**src/rtl/serial_output_pkg.sv**
```systemverilog
// Shared definitions for the serial_output UART transmitter: state encoding,
// frame geometry and small elaboration-time helpers.
// Optional feature macro: SERIAL_OUTPUT_PARITY_EN (even parity bit after DATA).
package serial_output_pkg;

  // Transmitter state encoding; PARITY is only ever entered when the parity
  // feature is compiled in.
  typedef enum logic [2:0] {
    IDLE   = 3'd0,
    START  = 3'd1,
    DATA   = 3'd2,
    PARITY = 3'd3,
    STOP   = 3'd4
  } state_t;

  // Frame geometry in line bits.
  localparam int unsigned DATA_BITS = 8;
  localparam int unsigned STOP_BITS = 1;

  // Clock cycles per line bit; guards against a zero or over-fast baud rate so
  // the divider never collapses below one cycle per bit.
  function automatic int unsigned calc_divisor(input int unsigned clk_hz,
                                               input int unsigned baud);
    if (baud == 0 || clk_hz < baud) return 1;
    return clk_hz / baud;
  endfunction

  // Width of a counter that must hold values 0..n-1 (at least one bit).
  function automatic int unsigned counter_width(input int unsigned n);
    if (n <= 1) return 1;
    return $clog2(n);
  endfunction

  // Even parity: the parity bit makes the total count of ones even.
  function automatic logic even_parity(input logic [DATA_BITS-1:0] d);
    return ^d;
  endfunction

endpackage

```
**src/rtl/serial_output_baud_tick.sv**
```systemverilog
// baud_tick: free-running bit-period counter for serial_output. Counts
// 0..DIVISOR-1 and pulses tick for one cycle on the last count of each bit
// period. While restart is high the counter is held at 0, so the first cycle
// after restart drops is count 0 of a fresh bit period.
// Optional feature macro: SERIAL_OUTPUT_PARITY_EN (not used in this file).
module baud_tick
  import serial_output_pkg::*;
#(
  parameter int unsigned DIVISOR = 16
) (
  input  logic clk,
  input  logic rst,
  input  logic restart,
  output logic tick
);

  localparam int unsigned CW = counter_width(DIVISOR);
  localparam logic [CW-1:0] LAST = CW'(DIVISOR - 1);

  logic [CW-1:0] count;

  // Bit-period counter with synchronous active-low reset and restart.
  // NOTE: sequential state is written with <= so every flop samples the
  // pre-edge values; blocking assignments here would create order-dependent
  // simulation and mismatch synthesis.
  always_ff @(posedge clk) begin
    if (!rst) begin
      count <= '0;
    end else if (restart || count == LAST) begin
      count <= '0;
    end else begin
      count <= count + 1'b1;
    end
  end

  assign tick = (count == LAST);

endmodule

```
**src/rtl/serial_output.sv**
```systemverilog
// serial_output: 8N1 UART transmitter fed by a stb/ack stream interface.
// A word is accepted on an edge where input_data_stb and input_data_ack are
// both high; input_data[7:0] is then sent as start bit, 8 data bits LSB first
// and one stop bit, each held for CLOCK_FREQUENCY/BAUD_RATE cycles.
// Optional feature macro: SERIAL_OUTPUT_PARITY_EN inserts an even parity bit
// between the data bits and the stop bit.
module serial_output
  import serial_output_pkg::*;
#(
  parameter int unsigned CLOCK_FREQUENCY = 100000000,
  parameter int unsigned BAUD_RATE       = 115200
) (
  input  logic        clk,
  input  logic        rst,
  input  logic [31:0] input_data,
  input  logic        input_data_stb,
  output logic        input_data_ack,
  output logic        tx
);

  localparam int unsigned DIVISOR = calc_divisor(CLOCK_FREQUENCY, BAUD_RATE);
  localparam logic [2:0] LAST_DATA_IDX = 3'(DATA_BITS - 1);
  localparam logic [2:0] LAST_STOP_IDX = 3'(STOP_BITS - 1);

  state_t                 state;
  logic [DATA_BITS-1:0]   data_q;
  logic [2:0]             bit_idx;
  logic                   tx_q;
  logic                   ack_q;
  logic                   transfer;
  logic                   restart;
  logic                   tick;

  // Only the low byte is transmitted; the upper bits are deliberately dropped.
  logic unused_upper_bits;
  assign unused_upper_bits = ^input_data[31:8];

  // ack_q is only ever high in IDLE, so this is the single acceptance point.
  assign transfer = input_data_stb && ack_q;

  // Hold the bit timer at zero while idle so START begins a full bit period.
  assign restart = (state == IDLE);

  baud_tick #(
    .DIVISOR (DIVISOR)
  ) u_baud_tick (
    .clk     (clk),
    .rst     (rst),
    .restart (restart),
    .tick    (tick)
  );

  // Frame sequencer: registered tx and ack advance one line bit per tick.
  // NOTE: the latched byte is reset along with the control state so an aborted
  // frame leaves no stale data visible after reset.
  always_ff @(posedge clk) begin
    if (!rst) begin
      state   <= IDLE;
      tx_q    <= 1'b1;
      ack_q   <= 1'b0;
      bit_idx <= '0;
      data_q  <= '0;
    end else begin
      case (state)
        IDLE: begin
          if (transfer) begin
            data_q  <= input_data[DATA_BITS-1:0];
            state   <= START;
            tx_q    <= 1'b0;
            ack_q   <= 1'b0;
            bit_idx <= '0;
          end else begin
            tx_q  <= 1'b1;
            ack_q <= 1'b1;
          end
        end

        START: begin
          if (tick) begin
            state   <= DATA;
            tx_q    <= data_q[0];
            bit_idx <= '0;
          end
        end

        DATA: begin
          if (tick) begin
            if (bit_idx == LAST_DATA_IDX) begin
              bit_idx <= '0;
`ifdef SERIAL_OUTPUT_PARITY_EN
              state   <= PARITY;
              tx_q    <= even_parity(data_q);
`else
              state   <= STOP;
              tx_q    <= 1'b1;
`endif
            end else begin
              bit_idx <= bit_idx + 3'd1;
              tx_q    <= data_q[bit_idx + 3'd1];
            end
          end
        end

`ifdef SERIAL_OUTPUT_PARITY_EN
        PARITY: begin
          if (tick) begin
            state <= STOP;
            tx_q  <= 1'b1;
          end
        end
`endif

        STOP: begin
          if (tick) begin
            if (bit_idx == LAST_STOP_IDX) begin
              state   <= IDLE;
              tx_q    <= 1'b1;
              ack_q   <= 1'b1;
              bit_idx <= '0;
            end else begin
              bit_idx <= bit_idx + 3'd1;
            end
          end
        end

        default: begin
          state   <= IDLE;
          tx_q    <= 1'b1;
          ack_q   <= 1'b0;
          bit_idx <= '0;
        end
      endcase
    end
  end

  assign tx             = tx_q;
  assign input_data_ack = ack_q;

endmodule

```
**config.mk**
```make
export PLATFORM = sky130hd
export DESIGN_NAME = serial_output
export DESIGN_NICKNAME = d
export VERILOG_FILES = /design/src/rtl/serial_output_pkg.sv /design/src/rtl/serial_output_baud_tick.sv /design/src/rtl/serial_output.sv
export SDC_FILE = /design/constraint.sdc
export NUM_CORES = 1
export LEC_CHECK = 0
export CAP_MARGIN = 20
export CORE_MARGIN = 5
export CORE_UTILIZATION = 51
export DETAILED_ROUTE_END_ITERATION = 10
export PLACE_DENSITY_LB_ADDON = 0.1
export SLEW_MARGIN = 20
export SYNTH_ARGS = -nofsm -noshare
export SYNTH_HDL_FRONTEND = slang
export SYNTH_SLANG_ARGS = --single-unit
```
**constraint.sdc**
```tcl
create_clock -name clk -period 3.94 [get_ports clk]
set_clock_uncertainty 0.05 [all_clocks]
set_input_delay 0.394 -clock clk [delete_from_list [all_inputs] [get_ports clk]]
set_output_delay 0.394 -clock clk [all_outputs]
set_load 0.01 [all_outputs]
```
==> results.py, run 1 <==
metrics = {
    "run_status": {
        "outcome": "finished clean",
    },
    "critical_path": {
        "cp_max_fo": 6,
        "setup.worst_path.end": "bit_idx[1]",
        "critPathMostFrequentCell": "ha_1",
        "crit_chain": "ha_1 -> ha_1 -> or2_2 -> a21oi_1 -> or3b_1 -> a21boi_1",
        "r2r_end": "bit_idx[1]",
        "reg2reg_from": "bit_idx[0]",
        "crit_path_start_kind": "flip-flop",
        "crit_slowest_cell": "dfxtp_1",
        "path_buf_inv": 0,
        "cp.arrival_ns": 2.25,
        "required_ns": 4.17,
        "crit_family": "simple AND/OR/NAND/NOR gates",
        "critPathLaunch": "bit_idx[0]",
        "crit_path_end_kind": "flip-flop",
        "r2r_slack_ns": 1.92,
        "cpPeakStageDelay_ns": 0.41,
        "cp.depth": 6,
        "crit_type": "reg2reg",
        "r2r_cells": 6,
    },
    "synth": {
        "postSynthNetCount": 180,
        "yosysSeqAreaShare_pct": 38.3,
        "synth_top_cell_area_share_pct": 38.3,
        "async_flop_share_pct": 0,
        "ys.flop_type": "dfxtp_1",
        "netlist_area_sq_um": 1360,
        "synth_warnings": 0,
        "synth-edff-count": 0,
        "syn_inst": 141,
        "syn_area_per_cell_sq_um": 9.65,
        "synth_cell_types": 45,
        "synth-seq-cells": 26,
        "synth_top_area_cell": "dfxtp_1",
        "ys_top_cells_by_area": "dfxtp_1 38%, mux2i_1 6.6%, nor2_1 4.1%",
    },
    "clock_network": {
        "clk_path_buf_depth": 2,
        "hold_buffers": 0,
        "clock_latency_ns": 0.33,
        "cts.sinks": 26,
        "postCtsResizedCells": 0,
        "root_buffer": "clkbuf_4",
        "numCtsBuffers": 3,
        "h-tree-depth": 1,
        "post_cts_buffers": 0,
        "cts_tree": "built",
        "path_clk_slew_ns": 0.15,
    },
    "die": {
        "die_x_um": 61.6,
        "die_y_um": 61.6,
        "rows": 18,
        "io_pins": 37,
        "core-area_sq_um": 2520,
        "die_area_sq_um": 3800,
        "start_util_pct": 53.9,
    },
    "timing": {
        "post-route-period-util_pct": 51.3,
        "maxSlewViolCount": 0,
        "rsz0062_at_grt": "no",
        "timing.fmax_mhz": 495,
        "setup_tns_ns": 0,
        "fin_ws_ns": 1.92,
        "finalHoldViolCount": 0,
        "setup_viol": 0,
        "tightest_slew_ns": 0.532,
        "min_period_ns": 2.02,
        "slew_headroom_pct": 64.4,
    },
    "grt": {
        "grt_pass1_wl_um": 4240,
        "grt_pass1_vias": 988,
        "grt_overflow": 0,
        "grt_max_degree": 17,
        "grtUsageTotal_pct": 15.3,
        "grt_antenna_before_repair": 0,
    },
    "placed_design": {
        "port_buffers": 12,
        "globalplace.congestion": 0.767,
        "hpwlAfterDp_um": 1830,
        "post-place-ws_ns": 1.82,
        "place_area_sq_um": 1470,
    },
    "power_and_ir_drop": {
        "switchingPower_mw": 0.227,
        "power.density_nw_per_um2": 478,
        "peakVddDrop_uv": 353,
        "leakage_nw": 0.528,
        "clkPwrFrac_pct": 25.8,
        "power.share.combinational_pct": 28.8,
        "power_frac_seq_pct": 45.4,
        "swShare_pct": 31.2,
        "p_int_mw": 0.502,
    },
    "routing": {
        "num_vias": 1023,
        "drc_errors": 0,
        "dr.pass1.iters": 4,
        "ant_nets": 0,
        "wl_per_cell_um": 13.8,
        "drt_iter0_markers": 35,
        "via_per_inst": 5.62,
        "totalWireLength_um": 2510,
    },
    "run": {
        "max_cap_viol_count": 0,
    },
    "final_layout": {
        "antenna_cells": 0,
        "final_layout_size_suffix_gt1_share_pct": 10.5,
        "fin_nets": 192,
        "fin_area_sq_um": 1530,
        "area_delta_synth_final_pct": 12.2,
    },
    "hold_path": {
        "hold_path.class": "reg2reg",
    },
}
## synth_stat cells (all sizes together) (2+ instances only)
cell     count
dfxtp       26
nor2        16
mux2i        9
nor2b        8
nand3        7
a21oi        6
inv          6
xor2         6
and3         4
ha           4
nand2        4
nand2b       4
a211oi       3
a21boi       3
clkbuf       3
o21ai        3
xnor2        3
a2111oi      2
and2         2
buf          2
nor3         2
nor3b        2
or3b         2
## worst min-delay path by stage
stage | start | endpoint | slack (ns) | cells after the start
after floorplan | u_baud_tick.count[0] | u_baud_tick.count[0] | 0.38 | 1
after global placement | u_baud_tick.count[0] | u_baud_tick.count[0] | 0.39 | 1
after detailed placement | u_baud_tick.count[0] | u_baud_tick.count[0] | 0.40 | 1
after CTS | u_baud_tick.count[0] | u_baud_tick.count[0] | 0.43 | 1
after global routing | bit_idx[1] | bit_idx[1] | 0.47 | 2
final | u_baud_tick.count[0] | u_baud_tick.count[0] | 0.43 | 1
## power groups by stage
| stage | sequential (mW) | combinational [mW] | clock [mW] |
|---|---|---|---|
| after floorplan | 0.317 | 0.196 | 0 |
| after global placement | 0.334 | 0.206 | 0 |
| after detailed placement | 0.336 | 0.211 | 0 |
| after CTS | 0.330 | 0.212 | 0.194 |
| after global routing | 0.336 | 0.230 | 0.208 |
| final | 0.331 | 0.210 | 0.188 |
## registers in the layout (all words and copies together), names as in the netlist
| register | flops |
|---|---|
| tx | 1 |
| input_data_ack | 1 |
| data_q | 8 |
| u_baud_tick.count | 10 |
| state | 3 |
| bit_idx | 3 |
## cells in the final DEF, fill, tap and decap left out, types with 3 or more instances in the layout
cell and instances:
a21oi_1 6, clkbuf_4 3, clkdlybuf4s50_1 12, dfxtp_1 26, ha_1 4, inv_1 6
mux2i_1 9, nand2_1 4, nand2b_1 4, nand3_1 7, nor2_1 15, nor2b_1 8
o21ai_0 3, xnor2_1 3, xor2_1 6
## cells by family after synthesis
family / count (synthesis) / share of synthesized area, %
and+or+nand+nor: 57 / 25.2
DFF: 26 / 38.3
AOI/OAI and AO/OA: 23 / 13.1
buffers and inverters: 11 / 4.88
muxes: 11 / 9.11
xor gates and xnor gates: 9 / 5.80
adders and majority gates: 4 / 3.68
## metrics by stage
stage	hold WS, ns	power, mW	util, %	std cells
after floorplan	0.376	0.513	-	141
after global placement	0.392	0.540	58.4	178
after detailed placement	0.399	0.547	58.4	178
after CTS	0.432	0.736	60.5	182
after global routing	0.472	0.774	60.5	182
final	0.425	0.729	60.5	182
## final cells by class
type / count / area, sq um
clock buffer: 3 / 22.5
clock inverter: 1 / 30.0
fill: 236 / 996
inverter: 6 / 22.5
multi-input combinational: 104 / 773
sequential: 26 / 520
tap: 30 / 37.5
timing repair buffer: 12 / 120
## routing by layer
layer  track usage (%)  vias to the layer above  part of all wire [%]
li1                  -                      521                     -
met1              17.0                      485                    47
met2              25.4                       12                    47
met3              5.03                        5                   3.4
met4              8.79                        0                   1.8
met5                 0                        -                     0
(Power assumes the default switching activity.)
==> inputs of run 2 (changes only) <==
CORE_UTILIZATION = 43   (was 51)
clock period = 1.8 ns   (was 3.94 ns; I/O delays follow)
==> run 2 against run 1 <==
  * First-iteration DRC count rose to 2.8 times the previous value
  * Critical path depth is the same
  * Setup slack lost 1.9 ns
  * Global-route usage shrank 1.2 points
  * Final cell count up 17%
  * Largest cell class unchanged
==> results.py, run 2 (synthesized netlist as in run 1, its figures left out) <==
metrics = {
    "clock_network": {
        "clock_latency_ns": 0.32,
        "root_buffer": "clkbuf_4",
        "cts_tree": "built",
        "path_clk_slew_ns": 0.14,
        "h-tree-depth": 1,
        "numCtsBuffers": 3,
        "cts.sinks": 26,
        "clk_path_buf_depth": 2,
    },
    "critical_path": {
        "crit_type": "reg2reg",
        "r2r_slack_ns": 0.01,
        "required_ns": 1.96,
        "cp_max_fo": 2,
        "crit_path_start_kind": "flip-flop",
        "cp.arrival_ns": 1.95,
        "r2r_cells": 6,
        "crit_path_end_kind": "flip-flop",
    },
    "final_layout": {
        "fin_nets": 210,
        "layout_common_cells": "21 x dfxtp_1, 18 x buf_4, 15 x nor2_1, 12 x clkdlybuf4s50_1, 9 x mux2i_1",
        "seq_area_sq_um": 527,
        "largest_register": "u_baud_tick.count",
        "post-route-util_pct": 56.1,
        "antenna_cells": 0,
        "final_layout_size_suffix_gt1_share_pct": 28.4,
        "multi_input_area_sq_um": 831,
        "reg.largest.list": "u_baud_tick.count (10), data_q (8)",
        "largest_register_ffs": 10,
        "final_cell_count_no_fill": 213,
        "nFillCells": 284,
        "area_delta_synth_final_pct": 25.9,
        "layout_commonest_cell": "dfxtp_1",
    },
    "timing": {
        "finalHoldViolCount": 0,
        "post-route-period-util_pct": 99.3,
        "slew_headroom_pct": 74.3,
        "setup_tns_ns": 0,
        "rsz0062_at_grt": "yes",
        "min_period_ns": 1.79,
        "setup_viol": 0,
        "maxSlewViolCount": 0,
        "tightest_slew_ns": 0.376,
        "timing.fmax_mhz": 560,
    },
    "power_and_ir_drop": {
        "peakVddDrop_uv": 363,
        "power.density_nw_per_um2": 908,
        "power.total_mw": 1.56,
        "leakage_nw": 0.607,
    },
    "die": {
        "rows": 20,
        "start_util_pct": 44.5,
        "die_x_um": 66.2,
        "die_y_um": 66.2,
        "die_area_sq_um": 4390,
        "io_pins": 37,
        "core-area_sq_um": 3050,
    },
    "hold_path": {
        "min_path_cells": 3,
        "hold_path.class": "in2reg",
    },
    "grt": {
        "grt_antenna_before_repair": 0,
        "grt_max_degree": 16,
        "grt_pass1_vias": 1068,
        "grt_overflow": 0,
        "grtUsageTotal_pct": 14.1,
        "grt_pass1_wl_um": 4800,
    },
    "placed_design": {
        "dp_cells": 209,
        "globalplace.congestion": 0.897,
        "port_buffers": 12,
        "hpwlAfterDp_um": 2070,
    },
    "routing": {
        "ant_nets": 0,
        "drc_errors": 0,
        "via_per_inst": 5.01,
        "num_vias": 1067,
        "drt_iter0_markers": 98,
        "totalWireLength_um": 2740,
        "wl_per_cell_um": 12.9,
        "dr.pass1.iters": 4,
    },
    "run": {
        "max_cap_viol_count": 0,
    },
    "run_status": {
        "outcome": "finished clean",
    },
}
## run 2: cell types whose count changed in the layout (fill, tap and decap cells not counted), sizes merged
| cell | before | now |
|---|---|---|
| bufinv | 1 | 0 |
| buf | 0 | 18 |
## run 2: path summary, 6_finish.rpt
check / from / endpoint
min: input_data[4] / data_q[4]
max: bit_idx[1] / tx
min reg2reg: bit_idx[2] / bit_idx[2]
max reg2reg: bit_idx[1] / tx
## run 2: cell type report
type                            instances  area share [%]
Tap cell                               44            3.21
Clock buffer                            3            1.31
Sequential cell                        26            30.8
Inverter                                6            1.31
Timing Repair Buffer                   30            14.9
Multi-Input combinational cell        104            48.5
## run 2: per-layer routing
metal / GRT usage, % / part of all wire, % / routed length (um)
met2: 22.7 / 46 / 1270
met3: 2.55 / 3.1 / 84
met1: 18.8 / 49 / 1340
met4: 4.57 / 1.8 / 49
met5: 0 / 0 / 0
## run 2: metrics by stage
step | setup WS [ns] | cell area [sq um] | hold WS, ns
2_1_floorplan | 0.00975 | 1380 | 0.271
3_3_place_gp | -0.0364 | 1640 | 0.442
3_5_place_dp | -0.0470 | 1640 | 0.456
4_1_cts | -0.00607 | 1670 | 0.400
5_1_grt | -0.120 | 1710 | 0.428
6_report | 0.0131 | 1710 | 0.411
## run 2: timing repair
action                                  CTS  global route
endpoints found under the setup margin    2            14
resized for setup                         5            11
pin swaps                                 2            10
hold buffers                              0             0
gates cloned                              0             0
setup buffers                             0             1
## run 2: report_power, final
group	switching [mW]	internal (mW)
clock	0.167	0.0785
sequential	0.0673	0.643
combinational	0.284	0.316
## run 2: worst max-delay path: stages, from the launching register on
cell       delay, ns
dfxtp_2         0.35
ha_2            0.19
ha_4            0.27
mux4_2          0.48
and2_4          0.17
o21ai_2         0.11
a2bb2oi_1       0.06
==> inputs of run 3 (changes only) <==
--- a/config.mk
+++ b/config.mk
@@ -6,5 +6,5 @@
 export NUM_CORES = 1
 export LEC_CHECK = 0
-export CAP_MARGIN = 20
+export CAP_MARGIN = 30
 export CORE_MARGIN = 5
 export CORE_UTILIZATION = 43
==> constraint.sdc (replaced) <==
create_clock -name clk -period 1.5 [get_ports clk]
set_clock_uncertainty 0.05 [all_clocks]
set_input_delay 0.15 -clock clk [delete_from_list [all_inputs] [get_ports clk]]
set_output_delay 0.15 -clock clk [all_outputs]
set_load 0.05 [all_outputs]
==> run 3 against run 2 <==
  * The run now ends with negative setup slack left
  * Sequential share of layout area decreased by 4.5 points
  * Setup slack worse by 0.32 ns
  * Final cell count up 10%
  * Critical path depth is the same
  * Count of clock-buffer cells in the layout did not move
  * Routed wire length grew 16%
  * Global-route usage is 1.5 points higher
  * Critical path type unchanged
  * Largest cell class unchanged
==> results.py, run 3 (synthesized netlist as in run 1, its figures left out) <==
metrics = {
    "grt": {
        "grt_pass1_vias": 1186,
        "grt_overflow": 0,
        "grtUsageTotal_pct": 15.5,
        "grt_max_degree": 16,
        "grt_pass1_wl_um": 5260,
        "grt_antenna_before_repair": 0,
    },
    "clock_network": {
        "root_buffer": "clkbuf_4",
        "h-tree-depth": 1,
        "clock_latency_ns": 0.32,
        "cts_tree": "built",
        "cts.sinks": 26,
        "clk_path_buf_depth": 2,
        "numCtsBuffers": 3,
        "path_clk_slew_ns": 0.15,
    },
    "final_layout": {
        "fin_nets": 231,
        "largest_register_ffs": 10,
        "largest_register": "u_baud_tick.count",
        "fin_area_sq_um": 2060,
        "layout_commonest_cell": "buf_4",
        "final_layout_size_suffix_gt1_share_pct": 45.5,
        "post-route-util_pct": 67.5,
        "layout_common_cells": "34 x buf_4, 16 x dfxtp_1, 10 x clkdlybuf4s50_1, 9 x nor2_1, 9 x mux2i_1",
        "antenna_cells": 0,
        "reg.largest.list": "u_baud_tick.count (10), data_q (8)",
        "final_cell_count_no_fill": 235,
        "area_delta_synth_final_pct": 51.4,
    },
    "timing": {
        "min_period_ns": 1.81,
        "tightest_slew_ns": 0.312,
        "slew_headroom_pct": 79.2,
        "timing.fmax_mhz": 553,
        "post-route-period-util_pct": 120,
        "fin_ws_ns": -0.307,
        "setup_tns_ns": -1.29,
        "finalHoldViolCount": 0,
        "maxSlewViolCount": 0,
        "rsz0062_at_grt": "yes",
        "hold_ws_ns": 0.379,
        "setup_viol": 11,
    },
    "die": {
        "rows": 20,
        "die_y_um": 66.2,
        "die_x_um": 66.2,
        "io_pins": 37,
        "core-area_sq_um": 3050,
        "die_area_sq_um": 4390,
        "start_util_pct": 44.5,
    },
    "placed_design": {
        "globalplace.congestion": 0.811,
        "port_buffers": 12,
        "dp_cells": 225,
        "place_area_sq_um": 1810,
        "hpwlAfterDp_um": 2350,
    },
    "hold_path": {
        "hold_path.class": "in2reg",
        "min_path_cells": 3,
        "hp-start": "input_data[7]",
        "min_to": "data_q[7]",
    },
    "routing": {
        "wl_met3_um": 68,
        "totalWireLength_um": 3180,
        "dr.pass1.iters": 4,
        "route.top_layer_used": "met4",
        "drt_iter0_markers": 26,
        "drc_errors": 0,
        "ant_nets": 0,
        "wl_met2_um": 1630,
        "via_per_inst": 4.88,
        "num_vias": 1147,
        "met1_length_um": 1430,
        "wl_per_cell_um": 13.5,
    },
    "critical_path": {
        "cp_max_fo": 3,
        "reg2reg_from": "bit_idx[0]",
        "crit_path_start_kind": "flip-flop",
        "r2r_end": "tx",
        "r2r_cells": 6,
        "required_ns": 1.67,
        "crit_type": "reg2reg",
        "r2r_slack_ns": -0.31,
        "crit_path_end_kind": "flip-flop",
        "cp.arrival_ns": 1.98,
    },
    "power_and_ir_drop": {
        "peakVddDrop_uv": 527,
        "power.density_nw_per_um2": 1220,
        "leakage_nw": 0.769,
    },
    "run_status": {
        "outcome": "finished with violations",
        "violations": "negative setup slack",
    },
    "run": {
        "max_cap_viol_count": 0,
    },
}
run 3: layout make-up:
cell class,instances,area (sq um)
repair buffers,51,465
inverters,6,22.5
fillers,252,993
clock inverters,1,30.0
well taps,44,55.1
flip-flops and latches,26,541
multi-input cells,104,923
clock buffers,3,22.5
run 3: worst max-delay path: stages, from the launching register on:
cell and delay (ns):
dfxtp_4 0.39, ha_4 0.16, ha_4 0.27, mux4_2 0.49, and2_1 0.15, o21ai_1 0.12, a2bb2oi_1 0.08
run 3: how the worst max path moves through the flow:
stage	from	to	slack, ns
after global routing	bit_idx[1]	tx	-0.35
after global placement	bit_idx[1]	tx	-0.23
final	bit_idx[0]	tx	-0.31
after detailed placement	bit_idx[1]	tx	-0.31
after floorplan	bit_idx[0]	tx	-0.21
after CTS	bit_idx[0]	tx	-0.32
run 3: through the flow:
step	setup WS, ns	power (mW)
finish	-0.307	2.51
global route	-0.353	2.63
CTS	-0.316	2.42
detailed placement	-0.313	1.72
global placement	-0.229	1.71
floorplan	-0.211	1.43
run 3: repair_timing:
action / CTS / global route
gates cloned: 1 / 0
setup buffers: 3 / 6
hold buffers: 0 / 0
resized for setup: 19 / 21
pin swaps: 9 / 7
endpoints found under the setup margin: 26 / 26
run 3: power by group:
| part | internal, mW | leakage (nW) | switching (mW) |
|---|---|---|---|
| clock network | 0.270 | 0.0279 | 0.220 |
| logic | 0.639 | 0.525 | 0.511 |
| registers | 0.784 | 0.216 | 0.0828 |
run 3: metal layers:
layer,global-route usage [%],vias to the layer above
met4,6.85,0
li1,-,592
met2,27.0,13
met3,2.55,4
met1,18.6,538
met5,0,-
